===== src/rtl/intlv_pkg.sv =====
// rtl/intlv_pkg.sv - shared constants, state enums and size helpers for the interleaver controller
// Block sizes in bits and in bytes for the two supported turbo block lengths.
package intlv_pkg;

   localparam int K_SMALL  = 1056;
   localparam int K_LARGE  = 6144;
   localparam int NB_SMALL = 132;
   localparam int NB_LARGE = 768;

   typedef enum logic [1:0] {
      F_IDLE = 2'd0,
      F_FILL = 2'd1,
      F_FULL = 2'd2
   } fill_state_t;

   typedef enum logic {
      S_IDLE = 1'b0,
      S_RUN  = 1'b1
   } stream_state_t;

   function automatic logic [13:0] k_last(input logic k6144);
      return k6144 ? 14'(K_LARGE - 1) : 14'(K_SMALL - 1);
   endfunction

   // Counter value held while the final byte of a block is being accepted.
   function automatic logic [9:0] nb_last(input logic k6144);
      return k6144 ? 10'(NB_LARGE - 1) : 10'(NB_SMALL - 1);
   endfunction

endpackage


===== src/rtl/interleaver_block_ctrl_if.sv =====
// rtl/interleaver_block_ctrl_if.sv - byte-in / bit-index-out signal bundle of the interleaver controller
// drop_err exists only when INTLV_CTRL_DROP_DETECT_EN is defined.
interface interleaver_block_ctrl_if #(
   parameter int IDX_W = 14
);

   logic             in_valid;
   logic [7:0]       in_byte;
   logic             in_k6144;
   logic             in_ready;
   logic             shift_en;
   logic [7:0]       byte_out;
   logic             load_en;
   logic             k_size_6144;
   logic             out_stall;
   logic [IDX_W-1:0] mux_ind;
   logic             out_valid;
   logic             out_first;
   logic             out_last;
`ifdef INTLV_CTRL_DROP_DETECT_EN
   logic             drop_err;
`endif

   modport slave (
      input  in_valid, in_byte, in_k6144, out_stall,
      output in_ready, shift_en, byte_out, load_en, k_size_6144,
             mux_ind, out_valid, out_first, out_last
`ifdef INTLV_CTRL_DROP_DETECT_EN
      , output drop_err
`endif
   );

   modport master (
      output in_valid, in_byte, in_k6144, out_stall,
      input  in_ready, shift_en, byte_out, load_en, k_size_6144,
             mux_ind, out_valid, out_first, out_last
`ifdef INTLV_CTRL_DROP_DETECT_EN
      , input drop_err
`endif
   );

endinterface


===== src/rtl/intlv_stream_cnt.sv =====
// rtl/intlv_stream_cnt.sv - stream FSM and K-cycle bit index for the ci/cpii mux pair
// A load always restarts the index at 0, so a load on the last bit wraps with no idle cycle.
module intlv_stream_cnt
   import intlv_pkg::*;
#(
   parameter int IDX_W = 14
) (
   input  logic             clock,
   input  logic             rst,
   input  logic             load_i,
   input  logic             stall_i,
   input  logic             k_i,
   output logic [IDX_W-1:0] mux_ind_o,
   output logic             k_o,
   output logic             valid_o,
   output logic             first_o,
   output logic             last_o
);

   stream_state_t    state_q;
   logic [IDX_W-1:0] ind_q;
   logic [IDX_W-1:0] ind_d;
   logic             k_q;
   logic             at_last;

   assign ind_d   = ind_q + IDX_W'(1);
   assign at_last = (state_q == S_RUN) && (ind_q == IDX_W'(k_last(k_q)));

   always_ff @(posedge clock or posedge rst) begin
      if (rst) begin
         state_q <= S_IDLE;
         ind_q   <= '0;
         k_q     <= 1'b0;
      end else if (load_i) begin
         state_q <= S_RUN;
         ind_q   <= '0;
         k_q     <= k_i;
      end else if ((state_q == S_RUN) && !stall_i) begin
         if (at_last) begin
            state_q <= S_IDLE;
            ind_q   <= '0;
         end else begin
            ind_q   <= ind_d;
         end
      end
   end

   assign mux_ind_o = ind_q;
   assign k_o       = k_q;
   assign valid_o   = (state_q == S_RUN);
   assign first_o   = (state_q == S_RUN) && (ind_q == '0);
   assign last_o    = at_last;

endmodule


===== src/rtl/interleaver_block_ctrl.sv =====
// rtl/interleaver_block_ctrl.sv - byte fill FSM, buffer load scheduling and stream sequencing
// Optional INTLV_CTRL_DROP_DETECT_EN adds a sticky drop_err for bytes offered while not ready.
module interleaver_block_ctrl
   import intlv_pkg::*;
#(
   parameter int IDX_W = 14,
   parameter int CNT_W = 10
) (
   input  logic                      clock,
   input  logic                      rst,
   interleaver_block_ctrl_if.slave   bus
);

   fill_state_t      fill_q;
   logic             fill_k_q;
   logic [CNT_W-1:0] byte_cnt_q;
   logic [CNT_W-1:0] byte_cnt_d;

   logic             accept;
   logic             load;
   logic             stream_valid;
   logic             stream_last;
   logic             stream_k;
   logic [IDX_W-1:0] stream_ind;
   logic             stream_first;

   assign bus.in_ready = !rst && (fill_q != F_FULL);
   assign accept       = bus.in_valid && bus.in_ready;
   assign byte_cnt_d   = byte_cnt_q + CNT_W'(1);

   // A full buffer is handed over either to an idle stream or exactly on the
   // unstalled last bit, which is what keeps back-to-back blocks gap-free.
   assign load = (fill_q == F_FULL) &&
                 (!stream_valid || (stream_last && !bus.out_stall));

   always_ff @(posedge clock or posedge rst) begin
      if (rst) begin
         fill_q     <= F_IDLE;
         fill_k_q   <= 1'b0;
         byte_cnt_q <= '0;
      end else begin
         case (fill_q)
            F_IDLE: begin
               if (accept) begin
                  fill_k_q   <= bus.in_k6144;
                  byte_cnt_q <= CNT_W'(1);
                  fill_q     <= F_FILL;
               end
            end
            F_FILL: begin
               if (accept) begin
                  if (byte_cnt_q == CNT_W'(nb_last(fill_k_q))) begin
                     byte_cnt_q <= '0;
                     fill_q     <= F_FULL;
                  end else begin
                     byte_cnt_q <= byte_cnt_d;
                  end
               end
            end
            F_FULL: begin
               if (load) begin
                  fill_q <= F_IDLE;
               end
            end
            default: begin
               fill_q <= F_IDLE;
            end
         endcase
      end
   end

   intlv_stream_cnt #(
      .IDX_W (IDX_W)
   ) u_stream (
      .clock     (clock),
      .rst       (rst),
      .load_i    (load),
      .stall_i   (bus.out_stall),
      .k_i       (fill_k_q),
      .mux_ind_o (stream_ind),
      .k_o       (stream_k),
      .valid_o   (stream_valid),
      .first_o   (stream_first),
      .last_o    (stream_last)
   );

   assign bus.shift_en    = accept;
   assign bus.byte_out    = accept ? bus.in_byte : 8'h00;
   assign bus.load_en     = load;
   assign bus.k_size_6144 = stream_k;
   assign bus.mux_ind     = stream_ind;
   assign bus.out_valid   = stream_valid;
   assign bus.out_first   = stream_first;
   assign bus.out_last    = stream_last;

`ifdef INTLV_CTRL_DROP_DETECT_EN
   logic drop_q;

   always_ff @(posedge clock or posedge rst) begin
      if (rst) begin
         drop_q <= 1'b0;
      end else if (bus.in_valid && !bus.in_ready) begin
         drop_q <= 1'b1;
      end
   end

   assign bus.drop_err = drop_q;
`endif

endmodule


===== src/flat_wrapper.sv =====
// flat-port wrapper written by rule: the top's interface ports become plain ports
module interleaver_block_ctrl_flat import intlv_pkg::*;
#(
   parameter int IDX_W = 14,
   parameter int CNT_W = 10
)
  (clock, rst, bus_in_valid, bus_in_byte, bus_in_k6144, bus_out_stall, bus_in_ready, bus_shift_en, bus_byte_out, bus_load_en, bus_k_size_6144, bus_mux_ind, bus_out_valid, bus_out_first, bus_out_last);
  interleaver_block_ctrl_if #(.IDX_W(IDX_W)) bus_i ();
  input  logic clock;
  input  logic rst;
  input wire logic [$bits(bus_i.in_valid)-1:0] bus_in_valid;
  input wire logic [$bits(bus_i.in_byte)-1:0] bus_in_byte;
  input wire logic [$bits(bus_i.in_k6144)-1:0] bus_in_k6144;
  input wire logic [$bits(bus_i.out_stall)-1:0] bus_out_stall;
  output wire logic [$bits(bus_i.in_ready)-1:0] bus_in_ready;
  output wire logic [$bits(bus_i.shift_en)-1:0] bus_shift_en;
  output wire logic [$bits(bus_i.byte_out)-1:0] bus_byte_out;
  output wire logic [$bits(bus_i.load_en)-1:0] bus_load_en;
  output wire logic [$bits(bus_i.k_size_6144)-1:0] bus_k_size_6144;
  output wire logic [$bits(bus_i.mux_ind)-1:0] bus_mux_ind;
  output wire logic [$bits(bus_i.out_valid)-1:0] bus_out_valid;
  output wire logic [$bits(bus_i.out_first)-1:0] bus_out_first;
  output wire logic [$bits(bus_i.out_last)-1:0] bus_out_last;
  assign bus_i.in_valid = bus_in_valid;
  assign bus_i.in_byte = bus_in_byte;
  assign bus_i.in_k6144 = bus_in_k6144;
  assign bus_i.out_stall = bus_out_stall;
  assign bus_in_ready = bus_i.in_ready;
  assign bus_shift_en = bus_i.shift_en;
  assign bus_byte_out = bus_i.byte_out;
  assign bus_load_en = bus_i.load_en;
  assign bus_k_size_6144 = bus_i.k_size_6144;
  assign bus_mux_ind = bus_i.mux_ind;
  assign bus_out_valid = bus_i.out_valid;
  assign bus_out_first = bus_i.out_first;
  assign bus_out_last = bus_i.out_last;
  interleaver_block_ctrl #(.IDX_W(IDX_W), .CNT_W(CNT_W)) u_core (.clock(clock), .rst(rst), .bus(bus_i));
endmodule

===== config.mk =====
export PLATFORM = sky130hd
export DESIGN_NAME = interleaver_block_ctrl_flat
export DESIGN_NICKNAME = d
export VERILOG_FILES = /design/src/rtl/intlv_pkg.sv /design/src/rtl/interleaver_block_ctrl_if.sv /design/src/rtl/intlv_stream_cnt.sv /design/src/rtl/interleaver_block_ctrl.sv /design/src/flat_wrapper.sv
export SDC_FILE = /design/constraint.sdc
export NUM_CORES = 1
export LEC_CHECK = 0
export BUFFER_PORTS_ARGS = -buffer_cell sky130_fd_sc_hd__buf_2
export CORE_UTILIZATION = 25
export CTS_BUF_LIST = sky130_fd_sc_hd__clkbuf_4 sky130_fd_sc_hd__clkbuf_8
export DETAILED_ROUTE_END_ITERATION = 16
export PLACE_DENSITY = 0.4
export SYNTH_ARGS = -nofsm -noshare
export SYNTH_HDL_FRONTEND = slang
export SYNTH_SLANG_ARGS = --single-unit

===== constraint.sdc =====
create_clock -name clock -period 2.4 [get_ports clock]
set_input_delay 0.36 -clock clock [delete_from_list [all_inputs] [get_ports clock]]
set_output_delay 0.36 -clock clock [all_outputs]
set_load 0.05 [all_outputs]

* Word-level counts from Yosys, hierarchy flattened
Cells that the tools add are included.
** Storage, ports and cells
- Register bits :: 29
- Latch bits :: 0
- Memory bits (writable) :: 0
- Memory bits (read-only) :: 0
- Input bits :: 13
- Output and inout port bits :: 29
- Word-level logic and storage cells :: 55
- Memories kept :: 0
** Cells by class
- $add $sub $neg :: 2
- $mul :: 0
- Div/mod/pow operators :: 0
- $lt $le $gt $ge :: 0
- Eq/ne operators :: 9
- Shift-type cells :: 0
- Mux-type cells :: 18
- Bitwise gates (word level) :: 0
- Reductions and logical operators :: 20
** Operators with widths (count)
- 14-bit 2-to-1 mux :: 3
- 10-bit 2-to-1 mux :: 4
- 10-bit one-hot mux with 2 select lines :: 1
- 14-bit by 1-bit adder with 14-bit output (second input constant) :: 1
- 14-bit by 13-bit == test with 1-bit output :: 1
- 14-bit zero test :: 1
- 13-bit 2-to-1 mux :: 1
- 10-bit by 1-bit adder with 10-bit output (second input constant) :: 1
- 10-bit == test :: 1
- 2-bit 2-to-1 mux :: 4
- 8-bit 2-to-1 mux :: 1
- 1-bit logical AND :: 7
- 2-bit by 1-bit != test with 1-bit output (second input constant) :: 3
- 2-bit one-hot mux with 3 select lines :: 1
- 2-bit nonzero test :: 3
- 2-bit != test (second input constant) :: 2
- 2-bit AND reduction :: 2
- 4-bit AND reduction :: 1
- 1-bit zero test :: 3
- 1-bit 2-to-1 mux :: 3
- 3-bit AND reduction :: 1
- 2-bit by 1-bit == test with 1-bit output (second input constant) :: 1
- 2-bit == test (second input constant) :: 1
- 2-bit zero test :: 1
- 1-bit logical OR :: 1

* Longest topological paths before layout
Gate-level depths: netlist of run 1.
- Depth in word-level cells :: 8
- Mapped depth :: 7
- Mapped depth without buffers :: 6

* Modules after synthesis
Synthesis of run 1 repeated with hierarchy kept, for this count alone.
** Unflattened totals
- Cells, all modules :: 178
- Area, all modules :: 1695.4 um^2
** By module, submodules not included
- intlv_stream_cnt :: instances 1, cells an instance 93, area each 918.4 um^2, seq. area each 400.4 um^2
- interleaver_block_ctrl :: instances 1, cells an instance 85, area each 777.0 um^2, seq. area each 325.3 um^2

* Worst setup path before layout of run 1
OpenSTA, ideal clock, no wires.
- Kind :: reg2out
- Start point :: register u_core.u_stream.ind_q[0], in the netlist u_core.u_stream.mux_ind_o[0]
- End point :: output port bus_out_first
- Arrival time :: 2.867 ns
- Data required time :: 2.040 ns
- Path slack :: -0.827 ns
- Cell stages (with the launch flop) :: 6
- Path buffers :: 0
- Path through :: dfrtp_1 inv_1 ha_1 nor4b_1 nand4_1 nor4b_1
** On the way
- Cells in the longest elaborated chain, start to end :: 2
** RTL lines
- start, declared :: line intlv_stream_cnt.sv:21 : logic [IDX_W-1:0] ind_q;
- start signal, assigned :: line intlv_stream_cnt.sv:43 : ind_q <= ind_d;
- 14-bit zero test :: line intlv_stream_cnt.sv:51 : assign first_o = (state_q == S_RUN) && (ind_q == '0);
- 1-bit logical AND :: line intlv_stream_cnt.sv:51
- end, declared :: line flat_wrapper.sv:22 : output wire logic [$bits(bus_i.out_first)-1:0] bus_out_first;
Every way passes these cells.

* Worst setup path in the final report of run 1
- Start point :: register u_core.u_stream.ind_q[12], in the netlist u_core.u_stream.mux_ind_o[12]
- End point :: output port bus_out_last
** On the way
- Cells in the longest elaborated chain, start to end :: 2
** RTL lines
- 14-bit by 13-bit == test with 1-bit output :: line intlv_stream_cnt.sv:27 : assign at_last = (state_q == S_RUN) && (ind_q == IDX_W'(k_last(k_q)));
- 1-bit logical AND :: line intlv_stream_cnt.sv:27
- end, declared :: line flat_wrapper.sv:23 : output wire logic [$bits(bus_i.out_last)-1:0] bus_out_last;
Every way passes these cells.

==> results.tsv, run 1 <==
stage	metric	value	unit
pwr	Comb pwr share	35.1	%
pwr	Leakage	0.001020	uW
clocking	CTS root buf	clkbuf_8	
drt	Wirelength per Cell	13.59	um
grt	initial antenna violation count	0	
clocking	TritonCTS clock tree	done	
pwr	Power Dens Cells	809.2	mW/mm2
setup_path	critical path's largest stage delay	0.45	ns
yosys	Yosys top cell area share	40.67	%
timing	Worst-Margin Slew	0.5926	ns
grt	GR Util All Layers	14.21	%
timing	Final Critical Period	2.289	ns
setup_path	FF-to-FF End	u_core.u_stream.mux_ind_o[1]	
final_layout	share of cells above drive strength 1	25.56	%
setup_path	crit end category	output pin	
setup_path	critical path required time	2.04	ns
yosys	post-synthesis area per instance	8.222	um2
grt	grt ovf	0	
yosys	post-synth top area cell	dfrtp_1	
drt	Post-route DRC	0	
timing	Slew HR	60.19	%
yosys	Ys Warns	0	
place	Port-buffer cells	41	
pwr	Clock power frac	23.2	%
hold_path	HP Class	primary input to asynchronous set/reset pin	
status	status	finished, final reports clean	
clocking	TritonCTS Buffers	5	
setup_path	R2R Path Start	u_core.u_stream.mux_ind_o[0]	
drt	drt via density	4.702	
yosys	Async S/R FF share, synth	100.0	%
setup_path	critical path arrival	1.93	ns
die	die area	0.007479	mm2
drt	Pre-antenna DRT Iters	4	
setup_path	Top Family by Delay on Critical Path	simple AND/OR/NAND/NOR gates	
pwr	P_sw	795.3	uW
timing	fmax	436.9	MHz
final_layout	n_diodes	0	
setup_path	CP startpoint kind	flip-flop	
flow_run	maxcap violations	0	
setup_path	WS Path Type	flip-flop to output pin	
clocking	Max clock buf depth	2	
setup_path	Worst path slowest cell	dfrtp_1	
setup_path	crit-path max FO	7	
place	DP Area	0.002153	mm2
timing	Hold Fails Final Rpt	0	
final_layout	nets	282	
timing	period utilisation layout	95.37	%
yosys	Seq/Total Area, Yosys	40.67	%
die	I/O pin count	42	
clocking	TritonCTS Sinks	29	
setup_path	WP buf/inv	1	
final_layout	Final Non-Filler Cells	362	
timing	# setup viols final	0	
clocking	htree depth	2	
die	area of the core	0.006832	mm2
yosys	Post-Syn Area	0.001784	mm2
die	Row Count	30	
die	Initial Util	26.12	%
drt	Antenna Nets Post-Route	0	
clocking	Post-CTS Setup Repair Bufs	0	
die	die width	86.48	um
grt	first-pass GRT wire length	8.300	mm
drt	DR vias	1702	
pwr	Switching Share	43.61	%
drt	number of DRC markers in iteration 0	75	
final_layout	fillcell total	761	
final_layout	P&R area growth vs syn	26.30	%
timing	final setup TNS	0	ns
timing	Worst Skew	0.007359	ns
die	Chip Height	86.48	um
setup_path	Reg2Reg Depth	7	
timing	Slew Limit Fails	0	
timing	RSZ-0062 raised after global routing	no	
pwr	internal power	1028	uW
setup_path	r2r setup slk	0.44	ns
grt	number of global-route vias before repair	1655	
place	HPWL after DPL	3.693	mm
place	Placed Cells incl. Taps	355	
yosys	number of synthesized flops with an enable pin	0	
clocking	clk slew on worst S/H paths	0.07	ns
place	GPL Wtd Cong	0.7683	
yosys	Syn Inst Count	217	
final_layout	Design Area, Final	0.002253	mm2
pwr	Reg power frac	41.7	%
grt	pin count of the biggest net entering global routing	19	
yosys	largest cells by area after synthesis	dfrtp_1, nand2_1, nor2_1, a21oi_1, nand3_1	
yosys	Syn Nets	233	
yosys	Synth Flop Type	dfrtp_1	
timing	Hold WS	0.05255	ns
pwr	Worst VDD drop	0.2760	mV
yosys	#FFs+latches synth	29	
clocking	worst skew pair latency	0.28	ns
setup_path	critical-path cell list	nor4_2 -> nor4b_4 -> o21ai_1 -> nor2_2 -> clkbuf_4	
yosys	post-synthesis cell type count	43	
drt	drt total wl	4.920	mm
==> repair_timing <==
item	in CTS	in global routing
gates resized for setup	0	6
hold buffers	0	0
setup endpoints to repair	0	3
==> power by group through the flow <==
stage               sequential (uW)  combinational, uW  clock, uW
finish                          761                641        422
global route                    783                708        463
CTS                             758                647        441
detailed placement              767                645          0
global placement                768                649          0
floorplan                       945                287          0
==> cells in the final DEF (no fill, tap or decap), drive strengths merged, types with 2 or more instances in the layout <==
cell type  Yosys  final
and4           2      2
buf            3     47
inv            9      8
a31oi          2      2
nor4           2      2
xnor2          3      3
nand3         13     13
o311ai         2      2
nor3           6      6
mux2           2      2
a21oi         14     14
mux2i          3      3
o21ai         11     11
nand2         38     38
or3            4      4
dfrtp         29     29
clkbuf         4      9
and3           9      9
and2          10     10
nor2b          5      5
o22ai          4      4
ha             3      3
nor2          18     18
o211ai         3      3
nand4          6      6
nor4b          3      3
==> flip-flops by register name (all words and copies together) (netlist names) <==
register	flops
u_core.byte_cnt_q	10
u_core.fill_k_q	1
u_core.u_stream.valid_o	1
u_core.fill_q	2
u_core.u_stream.mux_ind_o	14
u_core.u_stream.k_o	1
==> logic make-up (layout without fill, tap and decap cells) <==
family                     after synthesis  count (layout)  share of synthesized area [%]
adders and majority gates                3               3                          2.104
DFF                                     29              29                          40.67
and+or+nand+nor                        119             119                          34.57
xor gates and xnor gates                 3               3                          1.473
muxes                                    5               5                          2.945
AOI/OAI and AO/OA                       42              42                          14.73
buffers and inverters                   16              65                          3.506
==> synthesized netlist by cell type, types with 2 or more instances <==
| library cell | count |
|---|---|
| and2_1 | 10 |
| o22ai_1 | 4 |
| o211ai_1 | 2 |
| nor2b_1 | 5 |
| nor3_1 | 6 |
| a21oi_1 | 13 |
| a31oi_1 | 2 |
| ha_1 | 3 |
| or3_1 | 4 |
| nor2_1 | 18 |
| nand2_1 | 38 |
| and4_1 | 2 |
| o311ai_1 | 2 |
| nand4_1 | 6 |
| inv_1 | 8 |
| mux2i_1 | 3 |
| xnor2_1 | 3 |
| clkbuf_1 | 4 |
| nand3_1 | 13 |
| and3_1 | 9 |
| buf_2 | 2 |
| o21ai_1 | 8 |
| dfrtp_1 | 29 |
| o21ai_0 | 3 |
| nor4b_1 | 2 |
==> metal layers <==
metal / GRT usage, % / share of wire (%) / vias to the layer above
met2: 23.81 / 49 / 24
met5: 0 / 0 / -
li1: - / - / 868
met1: 18.61 / 47 / 803
met3: 3.048 / 2.5 / 7
met4: 3.636 / 1.0 / 0
==> through the flow <==
stage / power, uW / utilization (%) / worst slack (ns)
final: 1824 / 32.99 / 0.1111
after global placement: 1418 / 31.52 / 0.3703
after CTS: 1846 / 32.84 / 0.04401
after detailed placement: 1412 / 31.52 / 0.3616
after floorplan: 1233 / - / -0.1538
after global routing: 1954 / 32.99 / 0.002618
==> area by class of cell <==
type | instances | area [um2] | share of cell area [%]
multi-input combinational | 172 | 1005 | 44.59
tap | 96 | 120.1 | 5.330
sequential | 29 | 728.2 | 32.32
inverter | 9 | 37.54 | 1.666
clock buffer | 7 | 90.09 | 3.998
timing repair buffer | 49 | 272.8 | 12.10
==> how the worst max path moves through the flow <==
stage / from / to / slack [ns] / cells after the start
2_1_floorplan: u_core.u_stream.mux_ind_o[0] / bus_out_first / -0.15 / 5
3_3_place_gp: u_core.u_stream.mux_ind_o[12] / bus_load_en / 0.37 / 5
3_5_place_dp: u_core.u_stream.mux_ind_o[12] / bus_load_en / 0.36 / 5
4_1_cts: u_core.u_stream.mux_ind_o[12] / bus_load_en / 0.04 / 5
5_1_grt: u_core.u_stream.mux_ind_o[12] / bus_load_en / 0.003 / 5
6_report: u_core.u_stream.mux_ind_o[12] / bus_out_last / 0.11 / 5
Note: power is estimated with default switching activity, not from simulation.
==> run 2, diff against run 1 <==
==> constraint.sdc (replaced) <==
create_clock -name clock -period 2.5 [get_ports clock]
set_input_delay 0.375 -clock clock [delete_from_list [all_inputs] [get_ports clock]]
set_output_delay 0.375 -clock clock [all_outputs]
set_load 0.05 [all_outputs]
==> results.tsv, run 2 (same netlist as run 1, synthesis figures left out) <==
stage	metric	value	unit	change
status	status	finished, final reports clean		
hold_path	HP Class	primary input to asynchronous set/reset pin		
die	Initial Util	26.12	%	unchanged
setup_path	Reg2Reg Depth	6		-1
grt	initial antenna violation count	0		unchanged
grt	pin count of the biggest net entering global routing	23		+4
pwr	Leakage	0.001000	uW	-1.9%
drt	Antenna Nets Post-Route	0		unchanged
timing	Final Critical Period	2.362	ns	
setup_path	r2r setup slk	0.61	ns	+0.17 ns
drt	drt total wl	4.767	mm	-3.1%
die	Chip Height	86.48	um	unchanged
drt	number of DRC markers in iteration 0	57		-24%
final_layout	Final Non-Filler Cells	357		-1.4%
setup_path	R2R Path Start	u_core.u_stream.mux_ind_o[1]		
setup_path	CP startpoint	u_core.u_stream.mux_ind_o[1]		
timing	Slew Limit Fails	0		unchanged
grt	GR Util All Layers	13.87	%	-0.35 points
setup_path	critical path required time	2.12	ns	+0.08 ns
final_layout	share of cells above drive strength 1	23.75	%	-1.8 points
grt	grt ovf	0		unchanged
timing	Hold Fails Final Rpt	0		unchanged
drt	Wirelength per Cell	13.35	um	-1.8%
grt	number of global-route vias before repair	1563		-5.6%
setup_path	crit-path max FO	7		unchanged
die	I/O pin count	42		unchanged
clocking	TritonCTS clock tree	done		
timing	RSZ-0062 raised after global routing	no		
place	HPWL after DPL	3.628	mm	-1.8%
setup_path	CP startpoint kind	flip-flop		
place	Post-Place Worst Slack	0.4333	ns	+0.07178 ns
timing	# setup viols final	0		unchanged
timing	final setup margin	0.1378	ns	+0.02673 ns
final_layout	Final Util	32.38	%	-0.60 points
clocking	TritonCTS Sinks	29		unchanged
place	GPL Wtd Cong	0.7501		-2.4%
setup_path	FF-to-FF End	u_core.u_stream.k_o		
clocking	clk slew on worst S/H paths	0.07	ns	about the same
drt	Pre-antenna DRT Iters	4		unchanged
clocking	htree depth	2		unchanged
final_layout	nets	277		-1.8%
pwr	Worst VDD drop	0.2150	mV	-22%
place	Port-buffer cells	41		unchanged
setup_path	crit end category	output pin		
die	Row Count	30		unchanged
grt	first-pass GRT wire length	7.969	mm	-4.0%
pwr	Power Dens Cells	789.7	mW/mm2	-2.4%
timing	Hold WS	0.03967	ns	-0.01288 ns
final_layout	max reg flops	14		unchanged
timing	period utilisation layout	94.49	%	
timing	fmax	423.3	MHz	
timing	Worst-Margin Slew	0.5669	ns	-0.02564 ns
die	die width	86.48	um	unchanged
drt	drt via density	4.706		about the same
timing	Worst Skew	0.008221	ns	+0.0008623 ns
clocking	CTS Hold Bufs	0		unchanged
flow_run	maxcap violations	0		unchanged
drt	DR vias	1680		-1.3%
final_layout	P&R area growth vs syn	23.98	%	
setup_path	critical path arrival	1.99	ns	+0.06 ns
drt	Post-route DRC	0		unchanged
die	area of the core	0.006832	mm2	unchanged
setup_path	WS Path Type	flip-flop to output pin		
clocking	worst skew pair latency	0.28	ns	about the same
final_layout	most frequent cells in the layout	buf_2, nand2_1, dfrtp_1		
clocking	TritonCTS Buffers	5		unchanged
clocking	Max clock buf depth	2		unchanged
final_layout	n_diodes	0		unchanged
clocking	CTS root buf	clkbuf_8		
timing	Slew HR	61.91	%	+1.7 points
place	Placed Cells incl. Taps	350		-1.4%
die	die area	0.007479	mm2	unchanged
final_layout	commonest non-fill, non-tap cell in the layout	buf_2		
## run 2: changes by cell type in the layout (fill, tap and decap cells not counted)
cell,previous run,this run
clkbuf_4,3,2
dfrtp_2,2,0
o21ai_2,0,1
buf_2,38,40
dfrtp_1,27,29
buf_4,9,3
o21ai_1,8,7
## run 2: layer usage
| metal | up-vias | part of all wire [%] | GRT usage, % | routed length (um) |
|---|---|---|---|---|
| met5 | - | 0 | 0 | 0 |
| met3 | 8 | 3.3 | 2.952 | 157 |
| met4 | 0 | 1.2 | 4.545 | 59 |
| met1 | 777 | 46 | 18.00 | 2210 |
| li1 | 865 | - | - | - |
| met2 | 30 | 49 | 22.94 | 2338 |
## run 2: per-stage QoR
stage | cell area, um2 | power, uW | setup TNS (ns)
global placement | 2116 | 1361 | 0
finish | 2212 | 1747 | 0
CTS | 2206 | 1775 | 0
floorplan | 1797 | 1183 | -0.06881
global route | 2212 | 1879 | 0
detailed placement | 2116 | 1356 | 0
## run 2: area by class of cell
cell class | count | area (um2)
clock buffers | 7 | 90.09
fillers | 737 | 4619
inverters | 9 | 37.54
multi-input cells | 172 | 1008
flip-flops and latches | 29 | 725.7
well taps | 96 | 120.1
repair buffers | 44 | 230.2
## run 2: what timing repair did
| item | in CTS | in global routing |
|---|---|---|
| buffers inserted | 0 | 0 |
| resized for setup | 0 | 2 |
| setup endpoints to repair | 0 | 1 |
## run 2: worst max-delay path by stage
stage,to,slack [ns],depth (start not counted)
after floorplan,bus_out_first,-0.07,5
after global placement,bus_out_last,0.43,5
after detailed placement,bus_out_last,0.43,5
after CTS,bus_out_last,0.1,5
after global routing,bus_load_en,0.02,5
final,bus_load_en,0.14,6
## run 2: worst max-delay path, cell delays in order (launching register included)
cell	delay, ns
dfrtp_1	0.45
ha_1	0.20
and4_1	0.24
and3_1	0.22
o211ai_2	0.13
a21oi_2	0.20
clkbuf_4	0.26
## run 2: report_power, final
group          internal (uW)  switching, uW
sequential               570            160
clock                    229            177
combinational            184            426
